===== src/rtl/hazard_ctrl.sv =====
// ID/EX hazard and sequencing controller: load-use stalls, redirect flush shadow,
// multi-cycle EX handshake with timeout, and a saturating stall-cycle counter.
module hazard_ctrl #(
  parameter int FLUSH_CYCLES = 2,
  parameter int MC_TIMEOUT   = 64
) (
  input  logic        clk,
  input  logic        rst,
  input  logic        id_valid_i,
  input  logic [4:0]  id_rs1_i,
  input  logic [4:0]  id_rs2_i,
  input  logic        id_rs1_used_i,
  input  logic        id_rs2_used_i,
  input  logic        id_ex_reg_valid_i,
  input  logic [4:0]  id_ex_reg_rd_i,
  input  logic        id_ex_reg_mem_rd_i,
  input  logic        ex_jump_i,
  input  logic        ex_mc_req_i,
  input  logic        mc_done_i,
  output logic        hz_pc_hold_o,
  output logic        hz_if_id_hold_o,
  output logic        hz_if_id_flush_o,
  output logic        hz_id_ex_hold_o,
  output logic        hz_id_ex_flush_o,
  output logic        hz_mc_start_o,
  output logic        hz_mc_err_o,
  output logic [1:0]  hz_state_o,
  output logic [15:0] hz_stall_cnt_o
);
  typedef enum logic [1:0] {RUN = 2'b00, MC_WAIT = 2'b01, FLUSH = 2'b10} state_t;

  localparam logic [15:0] TMO_LAST  = 16'(MC_TIMEOUT - 1);
  localparam logic [3:0]  FLUSH_LD  = 4'(FLUSH_CYCLES - 1);

  state_t      state, state_n;
  logic [3:0]  fcnt, fcnt_n;
  logic [15:0] tcnt, tcnt_n;
  logic [15:0] stall_cnt;
  logic        load_use;

  assign load_use = id_valid_i & id_ex_reg_valid_i & id_ex_reg_mem_rd_i &
                    (id_ex_reg_rd_i != 5'd0) &
                    ((id_rs1_used_i & (id_rs1_i == id_ex_reg_rd_i)) |
                     (id_rs2_used_i & (id_rs2_i == id_ex_reg_rd_i)));

  always_comb begin
    state_n          = state;
    fcnt_n           = fcnt;
    tcnt_n           = tcnt;
    hz_pc_hold_o     = 1'b0;
    hz_if_id_hold_o  = 1'b0;
    hz_if_id_flush_o = 1'b0;
    hz_id_ex_hold_o  = 1'b0;
    hz_id_ex_flush_o = 1'b0;
    hz_mc_start_o    = 1'b0;
    hz_mc_err_o      = 1'b0;
    if (!rst) begin
      case (state)
        MC_WAIT: begin
          // done has priority over a coincident timeout
          if (mc_done_i) begin
            state_n = RUN;
          end else if (tcnt == TMO_LAST) begin
            hz_mc_err_o = 1'b1;
            state_n     = RUN;
          end else begin
            hz_pc_hold_o    = 1'b1;
            hz_if_id_hold_o = 1'b1;
            hz_id_ex_hold_o = 1'b1;
            tcnt_n          = tcnt + 16'd1;
          end
        end
        FLUSH: begin
          hz_if_id_flush_o = 1'b1;
          hz_id_ex_flush_o = 1'b1;
          if (fcnt <= 4'd1) begin
            fcnt_n  = 4'd0;
            state_n = RUN;
          end else begin
            fcnt_n = fcnt - 4'd1;
          end
        end
        default: begin
          if (ex_jump_i && id_ex_reg_valid_i) begin
            hz_if_id_flush_o = 1'b1;
            hz_id_ex_flush_o = 1'b1;
            if (FLUSH_CYCLES > 1) begin
              fcnt_n  = FLUSH_LD;
              state_n = FLUSH;
            end
          end else if (ex_mc_req_i && id_ex_reg_valid_i) begin
            hz_mc_start_o   = 1'b1;
            hz_pc_hold_o    = 1'b1;
            hz_if_id_hold_o = 1'b1;
            hz_id_ex_hold_o = 1'b1;
            tcnt_n          = 16'd0;
            state_n         = MC_WAIT;
          end else if (load_use) begin
            hz_pc_hold_o     = 1'b1;
            hz_if_id_hold_o  = 1'b1;
            hz_id_ex_flush_o = 1'b1;
          end
        end
      endcase
    end
  end

  always_ff @(posedge clk) begin
    if (rst) begin
      state     <= RUN;
      fcnt      <= 4'd0;
      tcnt      <= 16'd0;
      stall_cnt <= 16'd0;
    end else begin
      state <= state_n;
      fcnt  <= fcnt_n;
      tcnt  <= tcnt_n;
      if (hz_pc_hold_o && (stall_cnt != 16'hFFFF)) stall_cnt <= stall_cnt + 16'd1;
    end
  end

  assign hz_state_o     = rst ? 2'b00 : state;
  assign hz_stall_cnt_o = stall_cnt;
endmodule


===== config.mk =====
export PLATFORM = sky130hd
export DESIGN_NAME = hazard_ctrl
export DESIGN_NICKNAME = d
export VERILOG_FILES = /design/src/rtl/hazard_ctrl.sv
export SDC_FILE = /design/constraint.sdc
export NUM_CORES = 1
export LEC_CHECK = 0
export CAP_MARGIN = 20
export CORE_ASPECT_RATIO = 1.4
export CORE_MARGIN = 10
export CORE_UTILIZATION = 35
export DETAILED_ROUTE_END_ITERATION = 16
export PLACE_DENSITY = 0.58
export SKIP_LAST_GASP = 1
export SLEW_MARGIN = 10
export SYNTH_ARGS = -nofsm -noshare
export SYNTH_HDL_FRONTEND = slang
export SYNTH_SLANG_ARGS = --single-unit

===== constraint.sdc =====
create_clock -name clk -period 6.9 [get_ports clk]
set_clock_uncertainty 0.15 [all_clocks]
set_input_delay 1.035 -clock clk [delete_from_list [all_inputs] [get_ports clk]]
set_output_delay 1.035 -clock clk [all_outputs]
set_load 0.1 [all_outputs]

==> key figures <==
Status
  – Status: complete, no violations

Timing
  – Final setup margin: about 1.6 ns
  – Fin crit period: roughly 5.3 ns
  – Final Hold Fails: 0
  – Fmax: between 150 and 200 MHz
  – Final Max Slew Viols: 0
  – Slew Limit Headroom: 33.5%
  – Worst-Margin Slew: 0.994 ns
  – Unrepaired setup endpoints after global routing: false
  – Crit share post-route: 76.2%
  – Setup TNS Final: 0 ns
  – Setup Viol. Count Final: 0

Yosys
  – Post-synth cell types: 54
  – Yosys reg bits: 38
  – Synth top cells by count: 38 x dfxtp_1, 30 x nor2_1, 19 x a21oi_1, 18 x nand3_1, 17 x nand2_1
  – Seq/Total Area, Yosys: between 30% and 40%
  – Yosys warns: 0
  – Cells after Synth: ~260
  – Ys flop type: dfxtp_1
  – Syn avg cell area: between 8 and 9 sq um
  – Post-synth net total: 294
  – Synth area leaders: dfxtp_1 34%, nor2_1 5.1%, xnor2_1 4.7%
  – Post-synth top area share: 34.2%
  – Cell area after synthesis: 2220 sq um
  – Count leader, synth: dfxtp_1
  – Leading area contributor after synthesis: dfxtp_1
  – Post-synth EDFFs: 0
  – Fraction of registers with async set/reset: 0%

Worst setup path
  – CP startpoint kind: input pin
  – Worst path slowest cell: clkdlybuf4s50_1
  – Buf/Inv on CP: 2
  – Largest delay contributor family on the critical path: buffers and inverters
  – Critical path fanouts, max: 33
  – Critical path type: input pin to output port
  – Worst-path cell chain: clkdlybuf4s50_1 -> or4_1 -> nor2_1 -> nor3_2 -> a21boi_4 -> nor2_1 -> clkdlybuf4s50_1
  – CP arrival: 4.07 ns
  – Setup crit end kind: output port
  – CP Data Required Time: 5.71 ns
  – Crit path largest cell delay: 1.01 ns

Place
  – Count of buffers from port buffering: approximately 50
  – Pre-CTS WS: ~1.6 ns
  – Placed Cells: 373
  – DP HPWL: 4220 um
  – GPL Wtd Cong: between 0.7 and 0.8

Die
  – Die ar.: about 10000 sq um
  – I/O pin cnt: 50
  – Die X: 87.4 um
  – Initial Util: a little over a third
  – # rows: 34
  – Die Y: between 100 and 150 um
  – Core box area: 6210 sq um

GRT
  – GRT Residual Overflow: 0
  – Number of global-route vias before repair: 2,083
  – Gr usage total: about an eighth
  – Global-route wire length before repair: around 9700 um
  – Pin count of the biggest net entering global routing: 34
  – Initial antenna violation count: 0

Finish
  – Layout Nets: ~340
  – Area Overhead vs Synth: 29.0%
  – Finished Core Util: between 40 and 50%
  – Ant diodes: 0
  – Fin cells: 381
  – Share of layout cells above drive strength 1: under 10%

Clock network
  – Clk_lat worst skew: 0.29 ns
  – Setup Buffers After CTS: 0
  – H-tree depth: 2
  – Clk slew on worst S/H paths: ~0.08 ns
  – CTS tree: yes
  – Inserted Clock Buffers: 5
  – Hold Buf Count CTS: 0
  – CTS Buffer Depth: 2
  – Root buffer cell: clkbuf_8
  – Post-cts resize count: 0
  – Clock sinks: 38

Routing
  – DRT antenna net count: 0
  – Drt wl/cell: between 10 and 15 um
  – Initial DRC count: 76
  – First-pass DRT Iterations: 4
  – Total vias in the final route: 2,080
  – DRC: 0
  – DR vias/cell: ~5.5
  – WL final: 5680 um

Power and ir drop
  – Total power: 0.543 mW
  – Max IR drop VDD: 0.120 mV
  – PwrDens: 189 nW/um^2
  – P_leak: 0.983 nW

Worst hold path
  – Worst hold path class: register to register

Run
  – Max Cap Viol: 0
-- cell usage in the layout, fill, tap and decap left out, types with 4 or more instances in the layout --
cell / Yosys / layout
ha_1: 6 / 6
xor2_1: 12 / 12
or4_1: 12 / 12
nand3_1: 18 / 18
nand4_1: 7 / 7
clkbuf_8: 0 / 5
and3_1: 8 / 8
xnor2_1: 12 / 12
o21ai_0: 5 / 4
o21ai_1: 3 / 4
dfxtp_1: 38 / 38
a21oi_1: 19 / 19
o31ai_1: 11 / 11
nand2_1: 17 / 17
clkdlybuf4s50_1: 0 / 49
nor2_1: 30 / 30
inv_1: 10 / 10
-- final timing paths --
| kind | from | endpoint | slack (ns) | cells past startpoint |
|---|---|---|---|---|
| worst max-delay path | id_ex_reg_rd_i[1] | hz_if_id_hold_o | 1.64 | 7 |
| worst min-delay path | state[1] | state[1] | 0.34 | 2 |
| worst max register to register | tcnt[0] | hz_stall_cnt_o[12] | 4.31 | 7 |
| worst min register to register | state[1] | state[1] | 0.34 | 2 |
-- flip-flops by register name, summed over array words and instances, names as in the netlist --
name,count
fcnt,4
tcnt,16
state,2
hz_stall_cnt_o,16
-- layer usage --
layer  wire length, um  global-route usage [%]  vias up
li1                  -                       -     1058
met1              2300                    12.8      980
met2              2920                    20.3       35
met3               363                    4.56        7
met4                84                    4.26        0
met5                 0                       0        -
-- logic make-up after synthesis --
family | count (synthesis) | synth area share (%)
AOI/OAI and AO/OA | 59 | 18.7
xor gates and xnor gates | 24 | 9.45
adders and majority gates | 6 | 3.37
buffers and inverters | 22 | 5.34
DFF | 38 | 34.2
muxes | 1 | 0.450
and+or+nand+nor | 113 | 28.5
-- where the power goes --
| part | internal [mW] | switching (mW) | leakage, nW | total [mW] |
|---|---|---|---|---|
| Sequential | 0.221 | 0.00221 | 0.306 | 0.223 |
| Clock | 0.145 | 0.0846 | 0.0683 | 0.230 |
| Combinational | 0.0328 | 0.0573 | 0.608 | 0.0902 |
| Total | 0.399 | 0.144 | 0.983 | 0.543 |
-- tightest hold or removal path, stage by stage (launching register included) --
cell     delay, ns
dfxtp_1       0.33
nand2_1       0.06
a21oi_1       0.05
-- final cells by class --
cell class	instances	area, sq um
clock buffers	5	68.8
well taps	72	90.1
multi-input cells	203	1350
fillers	635	3340
clock inverters	3	68.8
inverters	10	37.5
repair buffers	50	498
flip-flops and latches	38	761
-- per-stage QoR --
step,cell area (sq um),hold slack (ns)
2_1_floorplan,2220,0.299
4_1_cts,2870,0.340
6_report,2870,0.339
3_3_place_gp,2730,0.314
5_1_grt,2870,0.374
3_5_place_dp,2730,0.326
(Power assumes the default switching activity.)
